<file path="src/rtl/uart_pkg.sv">
// rtl/uart_pkg.sv - shared types and constants for the UART transmitter (PARITY state under UART_TX_PARITY_EN)
package uart_pkg;

  localparam int DATA_BITS = 8;
  localparam logic LINE_IDLE = 1'b1;

  typedef enum logic [2:0] {
    IDLE,
    ARM,
    START,
    DATA,
`ifdef UART_TX_PARITY_EN
    PARITY,
`endif
    STOP
  } state_t;

endpackage

</file>
<file path="src/rtl/uart_tx_ctrl_if.sv">
// rtl/uart_tx_ctrl_if.sv - byte handshake and serial line bundle for uart_tx_ctrl
interface uart_tx_ctrl_if;

  logic [7:0] tx_data;
  logic       tx_valid;
  logic       tx_ready;
  logic       tx;
  logic       tx_busy;
  logic       tx_done;

  modport master (
    output tx_data, tx_valid,
    input  tx_ready, tx, tx_busy, tx_done
  );

  modport slave (
    input  tx_data, tx_valid,
    output tx_ready, tx, tx_busy, tx_done
  );

endinterface

</file>
<file path="src/rtl/uart_tx_ctrl_baudgen.sv">
// rtl/uart_tx_ctrl_baudgen.sv - free-running bit-period tick, one pulse every clock_freq/baud_rate clocks
module baudgen #(
  parameter int baud_rate  = 9600,
  parameter int clock_freq = 50000000
) (
  input  logic clk,
  input  logic rst,
  output logic baud_tick
);

  localparam int DIV = clock_freq / baud_rate;
  localparam int CW  = (DIV > 1) ? $clog2(DIV) : 1;
  localparam logic [CW-1:0] LAST = CW'(DIV - 1);

  logic [CW-1:0] cnt;

  // Count 0..DIV-1; the tick is registered so the first one lands DIV clocks after reset release
  always_ff @(posedge clk or posedge rst) begin
    if (rst) begin
      cnt       <= '0;
      baud_tick <= 1'b0;
    end else if (cnt == LAST) begin
      cnt       <= '0;
      baud_tick <= 1'b1;
    end else begin
      cnt       <= cnt + CW'(1);
      baud_tick <= 1'b0;
    end
  end

endmodule

</file>
<file path="src/rtl/uart_tx_ctrl.sv">
// rtl/uart_tx_ctrl.sv - UART transmit controller, 8N1 by default, even/odd parity bit when UART_TX_PARITY_EN is defined
module uart_tx_ctrl
  import uart_pkg::*;
#(
  parameter int CLOCK_FREQ = 50000000,
  parameter int BAUD_RATE  = 9600,
  parameter int PARITY_ODD = 0
) (
  input logic           clk,
  input logic           rst,
  uart_tx_ctrl_if.slave bus
);

  localparam logic [2:0] LAST_IDX = 3'(DATA_BITS - 1);

  state_t               state;
  logic [DATA_BITS-1:0] shift;
  logic [2:0]           idx;
  logic                 tx_q;
  logic                 ready_q;
  logic                 busy_q;
  logic                 done_q;
  logic                 baud_tick;
`ifdef UART_TX_PARITY_EN
  logic                 par_bit;
`endif

  baudgen #(
    .baud_rate (BAUD_RATE),
    .clock_freq(CLOCK_FREQ)
  ) u_baud (
    .clk      (clk),
    .rst      (rst),
    .baud_tick(baud_tick)
  );

  assign bus.tx       = tx_q;
  assign bus.tx_ready = ready_q;
  assign bus.tx_busy  = busy_q;
  assign bus.tx_done  = done_q;

  // Frame sequencer; every line bit changes only on a baud tick, so each bit lasts one full tick period
  always_ff @(posedge clk or posedge rst) begin
    if (rst) begin
      state   <= IDLE;
      shift   <= '0;
      idx     <= '0;
      tx_q    <= LINE_IDLE;
      ready_q <= 1'b1;
      busy_q  <= 1'b0;
      done_q  <= 1'b0;
`ifdef UART_TX_PARITY_EN
      par_bit <= 1'b0;
`endif
    end else begin
      done_q <= 1'b0;
      case (state)
        IDLE: begin
          if (bus.tx_valid && ready_q) begin
            shift   <= bus.tx_data;
`ifdef UART_TX_PARITY_EN
            par_bit <= (^bus.tx_data) ^ (PARITY_ODD != 0);
`endif
            state   <= ARM;
            ready_q <= 1'b0;
            busy_q  <= 1'b1;
          end
        end
        ARM: begin
          // Waiting for a tick aligns the start bit to the free-running bit grid
          if (baud_tick) begin
            state <= START;
            tx_q  <= 1'b0;
          end
        end
        START: begin
          if (baud_tick) begin
            state <= DATA;
            tx_q  <= shift[0];
            shift <= shift >> 1;
            idx   <= '0;
          end
        end
        DATA: begin
          if (baud_tick) begin
            if (idx == LAST_IDX) begin
`ifdef UART_TX_PARITY_EN
              state <= PARITY;
              tx_q  <= par_bit;
`else
              state <= STOP;
              tx_q  <= LINE_IDLE;
`endif
            end else begin
              idx   <= idx + 3'd1;
              tx_q  <= shift[0];
              shift <= shift >> 1;
            end
          end
        end
`ifdef UART_TX_PARITY_EN
        PARITY: begin
          if (baud_tick) begin
            state <= STOP;
            tx_q  <= LINE_IDLE;
          end
        end
`endif
        STOP: begin
          if (baud_tick) begin
            state   <= IDLE;
            tx_q    <= LINE_IDLE;
            idx     <= '0;
            ready_q <= 1'b1;
            busy_q  <= 1'b0;
            done_q  <= 1'b1;
          end
        end
        default: state <= IDLE;
      endcase
    end
  end

endmodule

</file>
<file path="src/flat_wrapper.sv">
// flat-port wrapper written by rule: the top's interface ports become plain ports
module uart_tx_ctrl_flat import uart_pkg::*;
#(
  parameter int CLOCK_FREQ = 50000000,
  parameter int BAUD_RATE  = 9600,
  parameter int PARITY_ODD = 0
)
  (clk, rst, bus_tx_data, bus_tx_valid, bus_tx_ready, bus_tx, bus_tx_busy, bus_tx_done);
  uart_tx_ctrl_if bus_i ();
  input logic clk;
  input logic rst;
  input wire logic [$bits(bus_i.tx_data)-1:0] bus_tx_data;
  input wire logic [$bits(bus_i.tx_valid)-1:0] bus_tx_valid;
  output wire logic [$bits(bus_i.tx_ready)-1:0] bus_tx_ready;
  output wire logic [$bits(bus_i.tx)-1:0] bus_tx;
  output wire logic [$bits(bus_i.tx_busy)-1:0] bus_tx_busy;
  output wire logic [$bits(bus_i.tx_done)-1:0] bus_tx_done;
  assign bus_i.tx_data = bus_tx_data;
  assign bus_i.tx_valid = bus_tx_valid;
  assign bus_tx_ready = bus_i.tx_ready;
  assign bus_tx = bus_i.tx;
  assign bus_tx_busy = bus_i.tx_busy;
  assign bus_tx_done = bus_i.tx_done;
  uart_tx_ctrl #(.CLOCK_FREQ(CLOCK_FREQ), .BAUD_RATE(BAUD_RATE), .PARITY_ODD(PARITY_ODD)) u_core (.clk(clk), .rst(rst), .bus(bus_i));
endmodule
</file>
<file path="config.mk">
export PLATFORM = sky130hd
export DESIGN_NAME = uart_tx_ctrl_flat
export DESIGN_NICKNAME = d
export VERILOG_FILES = /design/src/rtl/uart_pkg.sv /design/src/rtl/uart_tx_ctrl_if.sv /design/src/rtl/uart_tx_ctrl_baudgen.sv /design/src/rtl/uart_tx_ctrl.sv /design/src/flat_wrapper.sv
export SDC_FILE = /design/constraint.sdc
export NUM_CORES = 1
export LEC_CHECK = 0
export CORE_MARGIN = 8
export CORE_UTILIZATION = 50
export DETAILED_ROUTE_END_ITERATION = 10
export HOLD_SLACK_MARGIN = 0.05
export PLACE_DENSITY = 0.72
export SYNTH_ARGS = -nofsm -noshare
export SYNTH_HDL_FRONTEND = slang
export SYNTH_SLANG_ARGS = --single-unit
export TNS_END_PERCENT = 1
</file>
<file path="constraint.sdc">
create_clock -name clk -period 2 [get_ports clk]
set_clock_uncertainty 0.1 [all_clocks]
set_input_delay 0.5 -clock clk [delete_from_list [all_inputs] [get_ports clk]]
set_output_delay 0.5 -clock clk [all_outputs]
set_load 0.005 [all_outputs]
</file>
==> impl_summary.md, run 1 <==
Status
The run finished with clean final reports.

Placed design
Detailed placement ended at an HPWL of 1920 um. Port buffering added 14 buffers. Summing all placed instances gives a cell area of between 1500 and 2000 sq um. At the end of routability-driven placement, the weighted congestion stood at between 0.7 and 0.8.

Timing
The final clock period utilization by the worst path is between 90 and 100%. The number of setup violations in the final report is 0. For the pin with the worst max-slew slack, the measured transition is between 300 and 400 ps. Setup repair after global routing left no endpoint under its margin. Headroom to the max-slew limit came out at approximately three quarters. The timing-limited maximum frequency is 0.551 GHz. In the final timing run, aggregate negative setup slack is 0 ps. Counting I/O delays and the setup requirement, the final critical path takes around 1800 ps. The number of hold-slack violations in the final timing report was 0. The count of pins over their slew limit is 0.

Synthesis
The netlist area before placement is 1560 sq um. Summing the areas of all compound-gate instances in the mapped netlist gives 8.80% of the synthesized area. The Yosys step of the flow raised 0 warnings.

Synthesis inferred 32 register bits. The synthesized netlist devotes 2.40% of its cell area to adder and majority cells. The combinational family with the most area after synthesis is simple AND/OR/NAND/NOR gates.

The proportion of synthesized chip area in sequential cells is 51.4%. The post-synthesis instance total is about 160. The synthesized netlist contains 35 unique library cells. After Yosys synthesis, XOR and XNOR cells account for 5.60% of the synthesized area.

After Yosys synthesis, and, or, nand and nor cells account for around a quarter of the synthesized area. The number of nets in the synthesized netlist is between 150 and 200. A synthesized cell averages between 10 and 15 sq um. In the synthesized netlist, mux cells make up 3.20% of the area.

Clock network
The hold buffer count at CTS is 0. The root cell of the clock tree is sky130_fd_sc_hd__clkbuf_4. In this run the number of H-tree levels came out at 2. The clock insertion delay at the later pin of the skew report is 340 ps. TritonCTS built the clock tree. The number of buffers inserted during clock tree synthesis is 5. The clock sink count is 32. The clock-pin slew of the registers on the worst-case setup and hold paths is 100 ps. No sink is reached through more buffers than the 2 on the longest clock path.

Setup path
The data required time of the critical path is approximately 1400 ps. Data arrives at the worst endpoint at around 1200 ps. The worst setup path is captured at an output port. The kind of start point of the critical path is a flop. Along the worst path, the maximum fanout reaches 2. Counting both buffers and inverters, the worst setup path holds a total of 1. The signal on the critical path passes through clkdlybuf4s50_1. The maximum cell stage delay along the critical path is between 500 and 600 ps. The family of cells with the greatest summed delay on the critical path is buffers and inverters. Among all stages on the critical path, the largest delay is contributed by sky130_fd_sc_hd__clkdlybuf4s50_1. The critical path start-end classification is flop to output port.

Power and ir drop
The leakage component of the power is around 0.80 nW. The total power per unit cell area is 603 nW/um^2. The maximum vdd drop is roughly 270 uV.

Die
15 I/O pins were placed. From left edge to right edge, the die measures 71.9 um. From bottom edge to top edge, the die measures roughly 70 um.

For this configuration, the core starts out at a cell density of between 50% and 60%. The die area is about 5200 sq um. The site row count is 20.

The core region is between 3000 and 4000 sq um.

Global route
Entering global routing, the biggest net connects 33 pins. Global routing finished with a remaining overflow of 0. The global-route usage over all layers is around 12%. The wire length of the first global-routing pass is approximately 5000 um.

The via count of the first global-routing pass is roughly 1100. The number of antenna violations at the first check in global routing is 0.

Drt
The final layout contains routed wiring with a total length of between 2000 and 3000 um. The wire length per cell is 13.2 um. After detailed routing, the number of vias per cell comes to approximately 5.4.

The DRC violations left is 0. The residual antenna-violating net count after detailed routing is 0. The first routing iteration left between 70 and 80 violations.

The count of vias placed by the detailed router is between 1000 and 1500. For this run, the detailed router's first-pass iteration total came to 4.

Layout
For this run, the post-layout net count is roughly 190. In the final layout, the share of cells above drive strength 1 is between 10% and 20%. Leaving out fill and tap cells, the most frequent cells in the layout are sky130_fd_sc_hd__dfrtp_1, sky130_fd_sc_hd__nand2_1, sky130_fd_sc_hd__nor2_1, sky130_fd_sc_hd__clkdlybuf4s50_1, sky130_fd_sc_hd__a31oi_1. After routing the design area is ~1800 sq um. The number of antenna diodes in the final layout is 0.

Relative to the synthesized area, the layout overhead comes to 13.8%. The fill cell total of the finished layout is 270. The most frequent standard cell in the layout excluding fill and tap cells is sky130_fd_sc_hd__dfrtp_1.

Worst hold path
The class of the most critical hold timing path is flop to flop.

Run
The number of max-cap violations is 0.
## synthesized netlist by cell type, drive strengths merged
library cell | count | share of area [%]
dfrtp | 30 | 48
nand2 | 23 | 5.7
nor2 | 21 | 5.0
a31oi | 9 | 3.6
buf | 8 | 3.8
inv | 6 | 1.4
xor2 | 6 | 3.4
mux2i | 5 | 3.2
nand3 | 5 | 1.6
nand2b | 4 | 1.6
nor3 | 4 | 1.3
xnor2 | 4 | 2.2
a21oi | 3 | 0.96
ha | 3 | 2.4
o21ai | 3 | 0.96
and4 | 2 | 1.1
dfstp | 2 | 3.4
nand3b | 2 | 0.96
nand4 | 2 | 1.2
nor2b | 2 | 0.80
o22ai | 2 | 1.7
a21o | 1 | 0.48
a22o | 1 | 0.56
and2 | 1 | 0.40
and3 | 1 | 0.40
nand4bb | 1 | 1.8
nor3b | 1 | 0.48
nor4bb | 1 | 0.64
o32ai | 1 | 0.56
or4 | 1 | 0.48
## sequential cells by signal, summed over array words and instances, names as in the netlist
name / flops
u_core.u_baud.cnt: 13
u_core.shift: 8
u_core.idx: 3
u_core.state: 3
u_core.bus.tx: 1
u_core.bus.tx_busy: 1
u_core.bus.tx_done: 1
u_core.bus.tx_ready: 1
u_core.u_baud.baud_tick: 1
## per-stage QoR
step	std cells	setup slack (ps)	hold WS (ps)	utilization (%)	total power, W
CTS	206	3.16	365	59.2	0.00109
finish	206	186	359	59.3	0.00107
detailed placement	196	62.6	351	56.7	0.000697
global placement	196	130	344	56.7	0.000697
global route	206	137	379	59.3	0.00112
floorplan	155	409	333	-	0.000672
## routing by layer
layer / global-route usage [%] / share of wire (%) / vias to the layer above
met5: 0 / 0 / -
met4: 8.84 / 2.8 / 0
met3: 3.58 / 5.4 / 7
met2: 19.7 / 48 / 24
met1: 13.8 / 44 / 522
li1: - / - / 560
## logic make-up (layout without fill, tap and decap cells)
group	Yosys count	in the layout
xor+xnor	10	10
compound gates	20	20
fa+ha+maj	3	3
mux	5	5
flops	32	32
simple gates	71	71
buf+inv	14	32
## what timing repair did
action	4_1_cts	5_1_grt
endpoints found under the hold margin	0	0
cloned	0	0
gates resized for setup	1	1
endpoints found under the setup margin	2	1
setup buffers	2	0
## power breakdown
group | switching [W] | internal [W]
sequential | 0 | 0.000647
combinational | 0.0000170 | 0.0000195
clock | 0.000222 | 0.000167
## area by class of cell
type	instances	area, sq um	area share, %
Clock buffer	6	51.3	2.88
Timing Repair Buffer	18	171	9.63
Multi-Input combinational cell	109	679	38.2
Sequential cell	32	803	45.1
Tap cell	33	41.3	2.32
Inverter	6	22.5	1.27
Clock inverter	2	10.0	0.563
## path summary, 6_finish.rpt
path / from / slack, ps / cells after the start / end
hold reg to reg: u_core.u_baud.cnt[0]$_DFF_PP0_ / 360 / 1 / u_core.u_baud.cnt[0]$_DFF_PP0_
max in group asynchronous: rst / 1050 / 3 / u_core.bus.tx_ready$_DFFE_PP1P_
setup / recovery: u_core.bus.tx_busy$_DFFE_PP0P_ / 190 / 1 / bus_tx_busy
min in group asynchronous: rst / 430 / 3 / u_core.u_baud.cnt[0]$_DFF_PP0_
hold / removal: u_core.u_baud.cnt[0]$_DFF_PP0_ / 360 / 1 / u_core.u_baud.cnt[0]$_DFF_PP0_
setup reg to reg: u_core.idx[0]$_DFFE_PP0P_ / 270 / 6 / u_core.shift[4]$_DFFE_PP0P_
Note: power is estimated with default switching activity, not from simulation.
==> run 2, diff against run 1 <==
==> constraint.sdc (replaced) <==
create_clock -name clk -period 1.84 [get_ports clk]
set_clock_uncertainty 0.1 [all_clocks]
set_input_delay 0.46 -clock clk [delete_from_list [all_inputs] [get_ports clk]]
set_output_delay 0.46 -clock clk [all_outputs]
set_load 0.005 [all_outputs]
==> run 2 against run 1 <==
Effect of this change: critical path depth unchanged; sequential share of layout area fell by 0.78 points; flip-flop and latch count unchanged; cell area rose by 1.8%; final cell count rose by 2.4%; non-clock buffer count up 5; power up 8.2%; clock-buffer cell count up 2; register-to-register slack lost 180 ps.
==> impl_summary.md, run 2 (synthesis results as in run 1) <==
Status
The flow ran to the end, and the final reports show no timing, DRC or antenna violations.

Layout
The share of post-route cells with drive strength above 1 is 11.8% (+1.4 points). In the final layout, the registers with the most flip-flops are u_core.u_baud.cnt x13, u_core.shift x8. The library cell used most frequently in the layout, excluding fill and tap cells, is sky130_fd_sc_hd__dfrtp_1.

The design area is 1810 sq um (+1.8%). The number of antenna repair diodes came to 0 (unchanged). The synthesis-to-layout area growth is 15.8%. Ranked by flip-flop count, first place goes to u_core.u_baud.cnt. The flip-flop count of the largest register, all copies and words added was 13 (unchanged).

The top cell types in the final layout, fill and taps aside, are sky130_fd_sc_hd__dfrtp_1, sky130_fd_sc_hd__nand2_1, sky130_fd_sc_hd__nor2_1, sky130_fd_sc_hd__clkdlybuf4s50_1. The final standard cell count with taps included and fillers excluded is 211 (+2.4%). The final core utilization is 60.3% (+1.0 points).

The layout net count was 191 (+2.7%).

Worst hold path
In this run the most critical hold path is launched from u_core.u_baud.cnt[0]$_DFF_PP0_. The class of the most critical hold timing path is flop to flop.

Global route
The pin count of the biggest net entering global routing is 33 (unchanged). The global-route usage over all layers was 13.2% (+0.88 points). The wire length of the first global-routing pass was 5340 um (+6.6%). The total overflow reported by the global router was 0 (unchanged).

The via count of the first global-routing pass was 1199 (+5.5%). The number of antenna violations at the first check in global routing is 0 (unchanged).

Placed design
The number of cells in the design after placement is 197 (+0.51%). The count of input and output buffers is 14 (unchanged). The total half-perimeter wirelength after legalization and detailed placement was 2060 um (+7.4%). The total placed instance area is 1710 sq um (+0.44%).

The last weighted congestion value of the routability-driven placer is 0.751 (-5.5%).

Drt
The wire length per cell is 14.4 um (+8.7%). The detailed router's first-iteration violation count is 115 (+53%). The DRC violations left was 0 (unchanged).

The residual antenna-violating net count after detailed routing is 0 (unchanged). The length of the first detailed-routing pass in iterations is 4 (unchanged). The count of vias placed by the detailed router is 1160 (+4.2%). The detailed-route wire length came to 3030 um (+11%). The post-detailed-route via-to-cell ratio is 5.50 (+1.8%).

Setup path
The launch point of the worst reg-to-reg path is u_core.idx[0]$_DFFE_PP0P_. The kind of start point of the critical path is a flop. The critical path is of the flop to output port type. The most critical setup path has its startpoint at u_core.bus.tx_busy$_DFFE_PP0P_. The arrival time at the worst endpoint came to 1210 ps (about the same).

The critical path goes through clkdlybuf4s50_1. The maximum net fanout on the critical path is 2 (unchanged). The data required time of the critical path was 1280 ps (-120 ps). The cell type of the slowest stage on the worst timing path is sky130_fd_sc_hd__clkdlybuf4s50_1. The worst-case register-to-register setup slack came to 90 ps (-180 ps). The family of cells with the greatest summed delay on the critical path is buffers and inverters. The endpoint class of the critical path is an output port. The buffer and inverter count on the worst path is 1 (unchanged). The maximum cell stage delay along the critical path is 510 ps (about the same).

Timing
The timing-limited maximum frequency is about 0.57 GHz. Setup repair after global routing left no endpoint under its margin. The time the final worst path needs with I/O delays and setup is approximately 1800 ps. The actual transition at the worst max-transition pin is 397 ps (-1.42 ps). The number of hold-slack violations in the final timing report was 0 (unchanged). The count of pins over their slew limit is 0 (unchanged). The relative slew slack was 73.6% (+0.095 points). The number of setup violations in the final report was 0 (unchanged). The final critical path takes up a little over nine tenths of the cycle.

The post-route worst hold slack is 369 ps (+10.8 ps).

Die
The width of the chip is 71.9 um (unchanged). The die area is 5170 sq um (unchanged). The site row count is 20 (unchanged). The number of ports placed on the die boundary came to 15 (unchanged).

The area of the core region is 3000 sq um (unchanged). The starting density of the core is 52.1% (unchanged). The height of the die is 71.9 um (unchanged).

Power and ir drop
The total chip power is 0.00116 W (+8.2%). The leakage component of the power is 0.808 nW (+0.98%). The maximum vdd drop is 448 uV (+68%). The total power per unit cell area is 641 nW/um^2 (+6.3%).

Clock network
The deepest level of the CTS H-tree is 2 (unchanged). The hold buffer count at CTS came to 0 (unchanged). The maximum count of clock buffers along a single path is 2 (unchanged). The root cell of the clock tree is sky130_fd_sc_hd__clkbuf_4. The CTS tree is yes.

The clock-pin slew of the registers on the worst-case setup and hold paths came to 100 ps (about the same). The number of buffers inserted during clock tree synthesis is 5 (unchanged). The clock insertion delay at the later pin of the skew report is 330 ps (about the same). The clock sink count is 32 (unchanged).

Run
The number of max-cap violations is 0 (unchanged).
[run 2: what timing repair did]
action / 4_1_cts / 5_1_grt
buffers inserted: 2 / 4
pin swaps: 0 / 1
gates resized for setup: 2 / 0
endpoints found under the setup margin: 2 / 5
[run 2: through the flow]
| stage | setup slack (ps) | setup TNS [ps] |
|---|---|---|
| 5_1_grt | 14.3 | 0 |
| 6_report | 73.0 | 0 |
| 2_1_floorplan | 249 | 0 |
| 3_3_place_gp | 10.5 | 0 |
| 4_1_cts | 43.8 | 0 |
| 3_5_place_dp | -55.0 | -202 |
[run 2: layout make-up]
type                            count  area, sq um
Fill cell                         272         1190
Tap cell                           33         41.3
Multi-Input combinational cell    109          679
Inverter                            6         22.5
Sequential cell                    32          803
Timing Repair Buffer               23          205
Clock buffer                        8         58.8
[run 2: path summary, 6_finish.rpt]
check                                                      end  depth (start not counted)
worst min register to register  u_core.u_baud.cnt[0]$_DFF_PP0_                          1
worst max register to register     u_core.shift[1]$_DFFE_PP0P_                          7
max in group asynchronous            u_core.bus.tx$_DFFE_PP1P_                          3
worst min-delay path            u_core.u_baud.cnt[0]$_DFF_PP0_                          1
min in group asynchronous       u_core.bus.tx_busy$_DFFE_PP0P_                          3
worst max-delay path                               bus_tx_busy                          1
[run 2: layer usage]
metal,GRT usage (%),part of all wire (%),vias up
li1,-,-,571
met1,14.6,43,564
met2,21.3,50,19
met3,5.37,5.2,6
met4,7.26,1.8,0
met5,0,0,-
[run 2: power by group]
group | switching, W | internal (W) | leakage, nW
combinational | 0.0000190 | 0.0000213 | 0.391
sequential | 0 | 0.000703 | 0.384
clock | 0.000229 | 0.000188 | 0.0326
==> run 3, diff against run 2 <==
--- a/config.mk
+++ b/config.mk
@@ -10,6 +10,7 @@
 export DETAILED_ROUTE_END_ITERATION = 10
 export HOLD_SLACK_MARGIN = 0.05
 export PLACE_DENSITY = 0.72
+export SETUP_SLACK_MARGIN = 0.5
 export SYNTH_ARGS = -nofsm -noshare
 export SYNTH_HDL_FRONTEND = slang
 export SYNTH_SLANG_ARGS = --single-unit
==> run 3 against run 2 <==
Effect of this change: flip-flop and latch count is the same; clock-buffer cell count is the same; worst setup slack gained 180 ps; global-route usage shrank 1.4 points; first-iteration DRC count shrank 42%; via count grew 0.95%; largest cell class unchanged.
==> impl_summary.md, run 3 (synthesis results as in run 1) <==
Drt
The detailed router's first-iteration violation count came to 67 (-42%). The detailed route wirelength on metal2 is 1520 um (-0.85%). The wire length per cell came to 14.4 um (+0.15%). The routed wire length on met3 is 148 um (-6.3%). The count of vias placed by the detailed router is 1171 (+0.95%). The length of the first detailed-routing pass in iterations is 4 (unchanged). The post-detailed-route via-to-cell ratio is 5.52 (+0.47%).

The detailed-route wire length is 3050 um (+0.63%). The detailed-route wire length on metal 1 is 1370 um (+5.7%). The residual antenna-violating net count after detailed routing is 0 (unchanged).

The highest layer touched by signal routing is met4. The DRC violations left came to 0 (unchanged).

Die
The die area is 5170 sq um (unchanged). The area of the core region is 3000 sq um (unchanged). The number of ports placed on the die boundary is 15 (unchanged). The site row count is 20 (unchanged).

The height of the die came to 71.9 um (unchanged). The starting density of the core is 52.1% (unchanged). The width of the chip is 71.9 um (unchanged).

Placed design
The pre-CTS setup slack is -38.2 ps (+16.8 ps). The number of cells in the design after placement is 198 (+0.51%). The total half-perimeter wirelength after legalization and detailed placement came to 1980 um (-4.1%). The count of input and output buffers is 14 (unchanged).

The last weighted congestion value of the routability-driven placer is 0.779 (+3.7%).

Global route
The pin count of the biggest net entering global routing is 33 (unchanged). The total overflow reported by the global router is 0 (unchanged). The global-route usage over all layers is 11.9% (-1.4 points). The via count of the first global-routing pass is 1149 (-4.2%). The wire length of the first global-routing pass is 4890 um (-8.5%).

The number of antenna violations at the first check in global routing came to 0 (unchanged).

Setup path
The maximum net fanout on the critical path is 11 (+9). The critical path start-end classification is flop to flop. The data required time of the critical path was 1980 ps (+700 ps). The arrival time at the worst endpoint is 1720 ps (+510 ps). The endpoint class of the critical path is a flop. The kind of start point of the critical path is a flop.

Layout
In the layout the commonest cells are sky130_fd_sc_hd__dfrtp_1, sky130_fd_sc_hd__nand2_1, sky130_fd_sc_hd__nor2_1, sky130_fd_sc_hd__clkdlybuf4s50_1, sky130_fd_sc_hd__a31oi_1. The sequential cell area in the final layout is 803 sq um (unchanged). The share of post-route cells with drive strength above 1 was 17.9% (+6.1 points). The fill cell total of the finished layout is 235 (-14%). The total area of multi-input combinational cells is 718 sq um (+5.7%). The synthesis-to-layout area growth is 20.8%. The layout net count is 192 (+0.52%). The number of antenna repair diodes came to 0 (unchanged). Leaving out fill and tap cells, the most frequent cell in the layout is sky130_fd_sc_hd__dfrtp_1. The register with the most flip-flops is u_core.u_baud.cnt.

In the final layout, the registers with the most flip-flops are u_core.u_baud.cnt x13, u_core.shift x8. The final standard cell count with taps included and fillers excluded is 212 (+0.47%). The final core utilization was 62.9% (+2.6 points). The flip-flop count of the largest register, all copies and words added came to 13 (unchanged).

Clock network
TritonCTS built the clock tree. The clock insertion delay at the later pin of the skew report is 310 ps (-20 ps). The clock-pin slew of the registers on the worst-case setup and hold paths was 100 ps (about the same).

The deepest level of the CTS H-tree was 2 (unchanged). The clock sink count came to 32 (unchanged). The maximum count of clock buffers along a single path came to 2 (unchanged).

The root cell of the clock tree is sky130_fd_sc_hd__clkbuf_4. The number of buffers inserted during clock tree synthesis came to 5 (unchanged). The hold buffer count at CTS is 0 (unchanged).

Status
The flow ran to the end, and the final reports show no timing, DRC or antenna violations.

Timing
The total negative slack for setup checks is 0 ps (unchanged). The count of pins over their slew limit was 0 (unchanged). The relative slew slack was 73.2% (-0.35 points). The number of setup violations in the final report is 0 (unchanged). The minimum setup slack in the final design is 255 ps (+182 ps). The actual transition at the worst max-transition pin is 402 ps (+5.31 ps). The number of hold-slack violations in the final timing report is 0 (unchanged). Setup repair after global routing could not meet its margin everywhere.

The timing-limited maximum frequency is 0.631 GHz (+11%). The final clock period utilization by the worst path is 86.1% (-9.9 points). The time the final worst path needs with I/O delays and setup is 1580 ps (-182 ps).

Power and ir drop
The maximum vdd drop is 568 uV (+27%). The total power per unit cell area came to 612 nW/um^2 (-4.6%). The leakage component of the power was 0.821 nW (+1.7%).

Worst hold path
The class of the most critical hold timing path is input pin to async pin.

Run
The number of max-cap violations came to 0 (unchanged).
==> run 3: cell types whose count changed in the layout (fill, tap and decap cells not counted), sizes merged <==
cell / previous run / this run
clkbuf: 8 / 9
clkdlybuf4s50: 12 / 10
buf: 9 / 11
==> run 3: where the power goes <==
| part | switching [W] | internal (W) |
|---|---|---|
| Combinational | 0.0000198 | 0.0000242 |
| Sequential | 0 | 0.000703 |
| Clock | 0.000220 | 0.000189 |
| Total | 0.000240 | 0.000916 |
==> run 3: metrics by stage <==
stage	instance area [sq um]	hold slack [ps]	power, W
final	1890	367	0.00116
after global routing	1890	386	0.00120
after CTS	1850	368	0.00117
after detailed placement	1760	365	0.000761
after floorplan	1600	337	0.000730
after global placement	1760	359	0.000761
==> run 3: area by class of cell <==
cell class | count | share of cell area (%)
inverters | 6 | 1.19
flip-flops and latches | 32 | 42.5
clock buffers | 8 | 3.11
repair buffers | 24 | 13.0
multi-input cells | 109 | 38.0
well taps | 33 | 2.19
==> run 3: worst max-delay path: stages, from the launching register on <==
cell,delay [ps]
sky130_fd_sc_hd__dfrtp_1,540
sky130_fd_sc_hd__nand3b_1,300
sky130_fd_sc_hd__o22ai_4,230
sky130_fd_sc_hd__buf_12,150
sky130_fd_sc_hd__nor2_1,40
sky130_fd_sc_hd__a31oi_1,150
==> run 3: repair_timing <==
action,4_1_cts,5_1_grt
gates cloned,0,1
resized for setup,10,3
buffers inserted,4,1
endpoints found under the setup margin,24,31
endpoints found under the hold margin,0,0
pin swaps,1,3
==> run 3: worst paths after layout <==
path	startpoint	to	slack [ps]	cells past startpoint
min in group clk	u_core.u_baud.cnt[12]$_DFF_PP0_	u_core.u_baud.cnt[12]$_DFF_PP0_	380	1
hold / removal	rst	u_core.shift[2]$_DFFE_PP0P_	370	3
setup reg to reg	u_core.state[2]$_DFFE_PP0P_	u_core.shift[6]$_DFFE_PP0P_	260	5
setup / recovery	u_core.state[2]$_DFFE_PP0P_	u_core.shift[6]$_DFFE_PP0P_	260	5
hold reg to reg	u_core.u_baud.cnt[12]$_DFF_PP0_	u_core.u_baud.cnt[12]$_DFF_PP0_	380	1
max in group asynchronous	rst	u_core.bus.tx$_DFFE_PP1P_	1010	3
==> run 3: routing by layer <==
metal / vias to the layer above / global-route usage [%]
li1: 572 / -
met1: 574 / 13.0
met2: 23 / 19.9
met3: 2 / 3.72
met4: 0 / 6.58
met5: - / 0
==> patch: new RTL, config.mk and constraints of run 3 <==
Encoding of `state_t`: now Gray code (3 bits for 5 states).
--- a/src/rtl/uart_pkg.sv
+++ b/src/rtl/uart_pkg.sv
@@ -5,14 +5,14 @@
   localparam logic LINE_IDLE = 1'b1;
 
   typedef enum logic [2:0] {
-    IDLE,
-    ARM,
-    START,
-    DATA,
+    IDLE  = 3'b000,
+    ARM   = 3'b001,
+    START = 3'b011,
+    DATA  = 3'b010,
 `ifdef UART_TX_PARITY_EN
     PARITY,
 `endif
-    STOP
+    STOP  = 3'b110
   } state_t;
 
 endpackage
Check against the original RTL: no difference found for any inputs over 10 cycles, from zero or initial values and one cycle with rst high; not proved beyond that.
==> patch against run 3 <==
  * Hold slack got worse by 0.015 ns
  * Cell area rose by 0.13%
  * Critical path depth increased by 2
  * Core utilization increased by 0.61 points
  * Setup slack got worse by 0.17 ns
  * Die area shrank 1.7%
  * Synthesized cell count down 12%
  * Total power grew 4.5%
  * Area after synthesis is 2.2% lower
  * Routed wire length is 11% lower
  * Critical path type unchanged
  * Sequential cell count is the same
  * Sequential share of layout area decreased by 0.056 points
==> patch: results <==
{
  "clkTransAtPathRegs_ns": 0.10,
  "ir_drop_mv": 0.445,
  "place_ws_ns": -0.0906,
  "synthArstFlopShare_pct": 100,
  "wl_per_cell_um": 13.7,
  "maxPowerGroup": "registers",
  "fmaxAchievable_mhz": 571,
  "status": "finished clean",
  "yosysUniqueCellTypes": 31,
  "crit_fanout": 8,
  "synth_common_cells": "dfrtp_1 (30), nor2_1 (20), mux2_2 (14)",
  "pwr-share-clk_pct": 35.3,
  "yosys-top-cells-area": "dfrtp_1 (49%), mux2_2 (10%), nor2_1 (4.9%)",
  "layout.nets": 177,
  "switching_power_w": 0.000266,
  "fillers": 241,
  "p_leak_nw": 0.817,
  "htreeDepth": 2,
  "drt_iter0_markers": 42,
  "place.gp.congestion": 0.750,
  "grt_pass1_vias": 1077,
  "dp.cells": 186,
  "viasPerCell": 5.28,
  "slew_headroom_pct": 70.5,
  "whs_ns": 0.351,
  "post-layout-total-power_w": 0.00121,
  "yosysSeqAreaShare_pct": 52.5,
  "combinationalPowerShare_pct": 5.4,
  "clock_latency_ns": 0.34,
  "n_antenna_cell": 0,
  "crit_path_end": "u_core.shift[2]$_DFFE_PP0P_",
  "clk_path_buf_depth": 2,
  "cts-buffers-inserted": 5,
  "drive_above_1_share_pct": 24.4,
  "hpwlAfterDp_um": 1900,
  "grt_pass1_wl_um": 4550,
  "arrival_ns": 1.87,
  "rr_worst_depth": 7,
  "grt_max_degree": 33,
  "avgSynthCellArea_um2": 11.2,
  "wirelength_um": 2700,
  "syn_nets": 151,
  "track_usage_pct": 11.4,
  "startpoint": "u_core.idx[1]$_DFFE_PP0P_",
  "drt_first_pass_iters": 4,
  "cts_root_buffer": "clkbuf_4",
  "ff2ff_setup_slack_ns": 0.09
}
## patch: cell families (layout without fill, tap and decap cells)
kind of cell | Yosys count | in the layout | synth area share, %
AOI/OAI and AO/OA | 16 | 16 | 7.28
xor gates and xnor gates | 12 | 12 | 6.87
adders and majority gates | 3 | 3 | 2.46
buffers and inverters | 9 | 36 | 3.19
DFF | 32 | 32 | 52.5
muxes | 16 | 16 | 11.6
and+or+nand+nor | 49 | 49 | 16.0
## patch: final cells by class
class                   instances  area (um2)  share of cell area [%]
flip-flops and latches         32         803                    42.5
multi-input cells              96         737                    39.0
repair buffers                 24         236                    12.5
clock buffers                   8        58.8                    3.11
well taps                      33        41.3                    2.18
inverters                       4        15.0                   0.794
## patch: stage by stage
step | instance area [um2] | utilization [%]
detailed placement | 1810 | 60.7
global placement | 1810 | 60.7
global route | 1890 | 63.5
CTS | 1890 | 63.5
floorplan | 1580 | -
finish | 1890 | 63.5
## patch: worst max-delay path, cell delays in order, from the launching register on
cell      delay (ns)
dfrtp_1         0.40
ha_2            0.20
ha_4            0.17
nand2b_4        0.07
nand3_2         0.08
a21oi_4         0.16
buf_12          0.14
mux2_4          0.30
## patch: repair_timing
item | CTS | global route
resized for setup | 4 | 0
gates cloned | 0 | 0
endpoints found under the setup margin | 25 | 27
setup buffers | 3 | 0
hold buffers | 0 | 0
pin swaps | 0 | 0
## patch: layer usage
layer | track usage (%) | vias up | share of wire [%]
met1 | 11.5 | 495 | 44
met5 | 0 | - | 0
li1 | - | 525 | -
met4 | 5.31 | 0 | 1.8
met2 | 19.4 | 15 | 48
met3 | 5.30 | 5 | 5.3
